===== src/rtl/mmio_io_ctrl.sv =====
`timescale 1ns/1ps
// -----------------------------------------------------------------------------
// mmio_io_ctrl
//   Memory-mapped I/O block on the CPU data-memory path. It holds the
//   seven-segment digit registers, a synchronised switch port, debounced
//   push-buttons with level / sticky-edge / operator-select registers, and a
//   maskable key interrupt.
//
// Register map (word address):
//   0..NUM_HEX-1  HEX[i]     RW   [3:0] nibble, [4] blank (reset 5'h10)
//   16            SW         RO   synchronised switches
//   17            KEY_LEVEL  RO   debounced pressed state (1 = pressed)
//   18            KEY_EDGE   RW1C sticky press events
//   19            OPERATOR   RW   index of last accepted press
//   20            IRQ_MASK   RW   per-key interrupt enable
//   others        read 0, writes ignored
//
// Ports:
//   clock         system clock, all state on posedge
//   resetn        asynchronous active-low reset
//   addr          word address within I/O space
//   write_enable  store strobe (already qualified for I/O space)
//   datain        store data
//   dataout       registered load data, one cycle after addr
//   sw_in         raw switch levels (asynchronous)
//   key_in        raw push-buttons, active-low, bouncing
//   hex_out       active-low segments, digit i at [7i+6:7i] (gfe_dcba)
//   mode_led      one-hot decode of OPERATOR
//   irq           registered interrupt request
// -----------------------------------------------------------------------------
module mmio_io_ctrl #(
    parameter int NUM_HEX         = 6,
    parameter int NUM_SW          = 10,
    parameter int NUM_KEY         = 3,
    parameter int DEBOUNCE_CYCLES = 16
) (
    input  logic                   clock,
    input  logic                   resetn,
    input  logic [4:0]             addr,
    input  logic                   write_enable,
    input  logic [31:0]            datain,
    output logic [31:0]            dataout,
    input  logic [NUM_SW-1:0]      sw_in,
    input  logic [NUM_KEY-1:0]     key_in,
    output logic [7*NUM_HEX-1:0]   hex_out,
    output logic [NUM_KEY-1:0]     mode_led,
    output logic                   irq
);

    localparam int OP_W  = (NUM_KEY > 1) ? $clog2(NUM_KEY) : 1;
    localparam int CNT_W = $clog2(DEBOUNCE_CYCLES + 1);
    localparam logic [CNT_W-1:0] CNT_LAST = CNT_W'(DEBOUNCE_CYCLES - 1);

    localparam logic [4:0] ADDR_SW    = 5'd16;
    localparam logic [4:0] ADDR_LEVEL = 5'd17;
    localparam logic [4:0] ADDR_EDGE  = 5'd18;
    localparam logic [4:0] ADDR_OP    = 5'd19;
    localparam logic [4:0] ADDR_MASK  = 5'd20;

    // Active-low gfe_dcba glyphs; blank forces every segment off.
    function automatic logic [6:0] seg_decode(input logic [4:0] v);
        logic [6:0] seg;
        if (v[4]) begin
            seg = 7'b111_1111;
        end else begin
            case (v[3:0])
                4'h0:    seg = 7'b100_0000;
                4'h1:    seg = 7'b111_1001;
                4'h2:    seg = 7'b010_0100;
                4'h3:    seg = 7'b011_0000;
                4'h4:    seg = 7'b001_1001;
                4'h5:    seg = 7'b001_0010;
                4'h6:    seg = 7'b000_0010;
                4'h7:    seg = 7'b111_1000;
                4'h8:    seg = 7'b000_0000;
                4'h9:    seg = 7'b001_0000;
                4'hA:    seg = 7'b000_1000;
                4'hB:    seg = 7'b000_0011;
                4'hC:    seg = 7'b100_0110;
                4'hD:    seg = 7'b010_0001;
                4'hE:    seg = 7'b000_0110;
                default: seg = 7'b000_1110;
            endcase
        end
        return seg;
    endfunction

    logic [4:0]         hex_reg [NUM_HEX];
    logic [NUM_SW-1:0]  sw_p0, sw_p1;
    logic [NUM_KEY-1:0] key_p0, key_p1;
    logic [CNT_W-1:0]   db_cnt [NUM_KEY];
    logic [NUM_KEY-1:0] key_level;
    logic [NUM_KEY-1:0] key_edge;
    logic [NUM_KEY-1:0] irq_mask;
    logic [OP_W-1:0]    op_reg;

    logic [NUM_KEY-1:0] key_sample;
    logic [NUM_KEY-1:0] toggle;
    logic [NUM_KEY-1:0] press;
    logic [OP_W-1:0]    press_idx;
    logic [NUM_KEY-1:0] edge_clr;
    logic [31:0]        rdata;
    logic               unused_datain;

    assign unused_datain = ^datain;

    // ---- stage p0/p1: two-flop synchronisers (keys idle high when released)
    always_ff @(posedge clock or negedge resetn) begin
        if (!resetn) begin
            sw_p0  <= '0;
            sw_p1  <= '0;
            key_p0 <= '1;
            key_p1 <= '1;
        end else begin
            sw_p0  <= sw_in;
            sw_p1  <= sw_p0;
            key_p0 <= key_in;
            key_p1 <= key_p0;
        end
    end

    // ---- debounce / press detection (combinational on synchronised keys)
    assign key_sample = ~key_p1;

    always_comb begin
        toggle = '0;
        for (int k = 0; k < NUM_KEY; k++) begin
            toggle[k] = (key_sample[k] != key_level[k]) && (db_cnt[k] == CNT_LAST);
        end
    end

    assign press = toggle & ~key_level;

    // Scan downward so the lowest pressed index is the one that sticks.
    always_comb begin
        press_idx = '0;
        for (int k = NUM_KEY - 1; k >= 0; k--) begin
            if (press[k]) press_idx = OP_W'(k);
        end
    end

    assign edge_clr = (write_enable && addr == ADDR_EDGE) ? datain[NUM_KEY-1:0] : '0;

    always_ff @(posedge clock or negedge resetn) begin
        if (!resetn) begin
            for (int k = 0; k < NUM_KEY; k++) db_cnt[k] <= '0;
            key_level <= '0;
        end else begin
            for (int k = 0; k < NUM_KEY; k++) begin
                if (key_sample[k] == key_level[k]) begin
                    db_cnt[k] <= '0;
                end else if (db_cnt[k] == CNT_LAST) begin
                    db_cnt[k]    <= '0;
                    key_level[k] <= ~key_level[k];
                end else begin
                    db_cnt[k] <= db_cnt[k] + CNT_W'(1);
                end
            end
        end
    end

    // ---- CPU-visible registers; a same-cycle press beats a CPU clear/write
    always_ff @(posedge clock or negedge resetn) begin
        if (!resetn) begin
            for (int i = 0; i < NUM_HEX; i++) hex_reg[i] <= 5'h10;
            key_edge <= '0;
            irq_mask <= '0;
            op_reg   <= '0;
        end else begin
            for (int i = 0; i < NUM_HEX; i++) begin
                if (write_enable && addr == 5'(i)) hex_reg[i] <= datain[4:0];
            end
            key_edge <= (key_edge & ~edge_clr) | press;
            if (write_enable && addr == ADDR_MASK) irq_mask <= datain[NUM_KEY-1:0];
            if (|press) begin
                op_reg <= press_idx;
            end else if (write_enable && addr == ADDR_OP) begin
                op_reg <= datain[OP_W-1:0];
            end
        end
    end

    // ---- read mux, sampled from pre-write state
    always_comb begin
        rdata = '0;
        for (int i = 0; i < NUM_HEX; i++) begin
            if (addr == 5'(i)) rdata[4:0] = hex_reg[i];
        end
        case (addr)
            ADDR_SW:    rdata[NUM_SW-1:0]  = sw_p1;
            ADDR_LEVEL: rdata[NUM_KEY-1:0] = key_level;
            ADDR_EDGE:  rdata[NUM_KEY-1:0] = key_edge;
            ADDR_OP:    rdata[OP_W-1:0]    = op_reg;
            ADDR_MASK:  rdata[NUM_KEY-1:0] = irq_mask;
            default:    ;
        endcase
    end

    // ---- output registers
    always_ff @(posedge clock or negedge resetn) begin
        if (!resetn) begin
            dataout <= '0;
            irq     <= 1'b0;
        end else begin
            dataout <= rdata;
            irq     <= |(key_edge & irq_mask);
        end
    end

    always_comb begin
        mode_led = '0;
        for (int k = 0; k < NUM_KEY; k++) begin
            if (op_reg == OP_W'(k)) mode_led[k] = 1'b1;
        end
    end

    for (genvar i = 0; i < NUM_HEX; i++) begin : g_hex
        assign hex_out[7*i +: 7] = seg_decode(hex_reg[i]);
    end

endmodule

===== config.mk =====
export PLATFORM = sky130hd
export DESIGN_NAME = mmio_io_ctrl
export DESIGN_NICKNAME = d
export VERILOG_FILES = /design/src/rtl/mmio_io_ctrl.sv
export SDC_FILE = /design/constraint.sdc
export NUM_CORES = 1
export LEC_CHECK = 0
export ABC_CLOCK_PERIOD_IN_PS = 2790
export CAP_MARGIN = 20
export CORE_ASPECT_RATIO = 1.75
export CORE_MARGIN = 3
export CORE_UTILIZATION = 55
export CTS_CLUSTER_SIZE = 14
export DETAILED_ROUTE_END_ITERATION = 8
export GPL_ROUTABILITY_DRIVEN = 0
export PLACE_DENSITY = 0.93
export SLEW_MARGIN = 40
export SYNTH_ARGS = -nofsm -noshare
export SYNTH_HDL_FRONTEND = slang
export SYNTH_SLANG_ARGS = --single-unit

===== constraint.sdc =====
create_clock -name clock -period 2.79 [get_ports clock]
set_input_delay 0.558 -clock clock [delete_from_list [all_inputs] [get_ports clock]]
set_output_delay 0.558 -clock clock [all_outputs]
set_load 0.02 [all_outputs]

==> impl_metrics.ini <==
[status]
outcome = completed

[setup_path]
path_buf_inv = 2
timing.rr.start = db_cnt[5]$_DFF_PN0_
slowest_delay_ps = 590
reg2reg_to = op_reg[0]$_DFFE_PN0P_
start_kind = register
cp_cell_sequence = inv_1 -> ha_1 -> nor2b_1 -> a211o_1 -> clkdlybuf4s50_1
end_kind = primary output
arrival_ps = 2180
r2r_slack_ps = 1040
crit_type = reg -> out
crit_required_ps = 2230
cp-startpoint = hex_reg[26]$_DFFE_PN0P_
reg2regPathDepth = 5
crit_slowest_cell = clkdlybuf4s50_1
path_delay_family = buffers and inverters
cp_max_fo = 7

[detailed_routing]
initialDrtViolationCount = 441
wirelength_um = 12600
avgRoutedWirePerCell_um = 16.8
drc = 0
vias_per_cell = 5.89
dr.pass1.iters = 5
num_vias = 4439
final_antenna_net_count = 0

[power]
power_density_mw_per_mm2 = 718
power.total_w = 0.00484
ir_drop_v = 0.000539
p_leak_nw = 3.16

[flow_run]
maxCapViolCount = 0

[timing]
fin_crit_sh_pct = 98.1
finalHoldViolations = 0
setup_viol = 0
fin_skew_ps = 4.94
finalMaxSlewViolations = 0
holdWs_ps = 180
relSlewSlack_pct = 62.6
setup_tns_ps = 0
period_minus_slack_ps = 2740
fmax_ghz = 0.365
tightestPinTransition_ps = 559

[synth]
ys.flop_type = dfrtp_1
netlist_area_mm2 = 0.00553
synth_warnings = 0
ys_seq_area_share_pct = 42.3
netlist_instances = 555
syn_avg_cell_area_um2 = 9.97
synth_cell_type_count = 54
synth-seq-cells = 93
async_reset_ff_share_pct = 100
synth_edf_count = 0

[clock_network]
cts_tree = built
insertion_delay_ps = 340
cts-root-buf = clkbuf_16
htreeDepth = 3
cts_buffers = 9
clockBufferDepth = 2
clk_pin_slew_worst_paths_ps = 70
clock-sinks = 93

[floorplan]
dieArea_mm2 = 0.0113
ios = 131
row_count = 47
die_h_um = 139
initial_utilization_pct = 57.4
core_mm2 = 0.00964
fp.dieW_um = 81.8

[grt]
grt_pass1_vias = 4357
antenna_found_initial = 0
grt_pass1_wl_um = 20800
grt_max_degree = 55
grtUsageTotal_pct = 23.0
grt-ovfl-total = 0

[final_layout]
fill_cells = 669
final_nets = 719
largest_reg_flops = 30
layout_common_cells = dfrtp_1 (71), clkdlybuf4s50_1 (64), nor2_1 (52)
layout_commonest_cell = dfrtp_1
antenna_cells = 0
area_delta_synth_final_pct = 21.8
drive_gt1_share_pct = 15.5

[placement]
hpwlAfterDp_um = 9050
port_buffers = 81

[hold_path]
hp-class = in -> async
## kinds of logic after synthesis
logic type,share of synthesized area (%)
and+or+nand+nor,14.1
xor gates and xnor gates,0.950
muxes,10.9
AOI/OAI and AO/OA,16.1
other,0.0678
DFF,42.3
buffers and inverters,6.83
adders and majority gates,8.82
## cells in the mapped netlist (2+ instances only)
| cell | number | area share, % |
|---|---|---|
| dfrtp_1 | 81 | 37 |
| nor2_1 | 52 | 3.5 |
| nand2_1 | 45 | 3.1 |
| ha_1 | 39 | 8.8 |
| mux2_2 | 37 | 7.5 |
| o21ai_0 | 35 | 3.2 |
| a211o_1 | 24 | 3.8 |
| inv_1 | 23 | 1.6 |
| buf_4 | 22 | 3.0 |
| a21oi_1 | 17 | 1.5 |
| a31oi_1 | 16 | 1.8 |
| buf_2 | 14 | 1.3 |
| clkbuf_1 | 14 | 0.95 |
| dfstp_2 | 12 | 5.7 |
| nand2b_1 | 12 | 1.4 |
| o21a_1 | 12 | 1.6 |
| nor2b_1 | 10 | 1.1 |
| a211oi_1 | 8 | 1.1 |
| nand3_1 | 8 | 0.72 |
| nor3_1 | 7 | 0.63 |
| mux2i_1 | 6 | 1.1 |
| and2_1 | 5 | 0.57 |
| mux4_2 | 4 | 1.6 |
| a22oi_1 | 3 | 0.41 |
| mux2_1 | 3 | 0.61 |
| nand4b_1 | 3 | 0.47 |
| nor3b_1 | 3 | 0.41 |
| o211ai_1 | 3 | 0.41 |
| o22ai_1 | 3 | 0.34 |
| xnor2_1 | 3 | 0.47 |
| xor2_1 | 3 | 0.47 |
| a21o_1 | 2 | 0.27 |
| and3_1 | 2 | 0.23 |
| nand3b_1 | 2 | 0.27 |
| nand4bb_1 | 2 | 0.41 |
| o221ai_1 | 2 | 0.32 |
## where the power goes
part	switching [W]	internal [W]	total, W
clock	0.000523	0.000797	0.00132
combinational	0.000897	0.000842	0.00174
sequential	0.000275	0.00150	0.00178
total	0.00170	0.00314	0.00484
## metrics by stage
stage	worst slack, ps	instances	cell area [um2]	util [%]
6_report	52.8	754	6740	69.9
5_1_grt	-11.1	754	6740	69.9
4_1_cts	0.518	754	6700	69.5
3_5_place_dp	231	738	6370	66.0
3_3_place_gp	302	738	6370	66.0
2_1_floorplan	793	576	5610	-
## cell type report
type | count | area (um2) | share of cell area (%)
multi-input combinational | 409 | 2900 | 43.1
sequential | 93 | 2350 | 34.9
timing repair buffer | 91 | 913 | 13.6
clock buffer | 9 | 225 | 3.34
tap | 122 | 153 | 2.27
clock inverter | 7 | 104 | 1.54
inverter | 23 | 86.3 | 1.28
## worst max-delay path by stage
stage	to	slack (ps)	cells after the start
2_1_floorplan	hex_out[39]	790	4
3_3_place_gp	hex_out[0]	300	7
3_5_place_dp	hex_out[0]	230	7
4_1_cts	hex_out[35]	0.5	5
5_1_grt	hex_out[4]	-10	5
6_report	hex_out[4]	50	5
## what timing repair did
action / CTS / global route
setup endpoints to repair: 15 / 19
hold buffers: 0 / 0
gates cloned: 0 / 0
gates resized for setup: 12 / 20
buffers inserted: 0 / 0
## layer usage
metal	wire length (um)	share of wire (%)	up-vias	GRT usage (%)
met5	0	0	-	0
met4	443	3.5	0	10.9
met3	750	5.9	41	2.73
met2	6740	53	187	40.1
met1	4690	37	2144	27.3
li1	-	-	2067	-
Note: power is estimated with default switching activity, not from simulation.
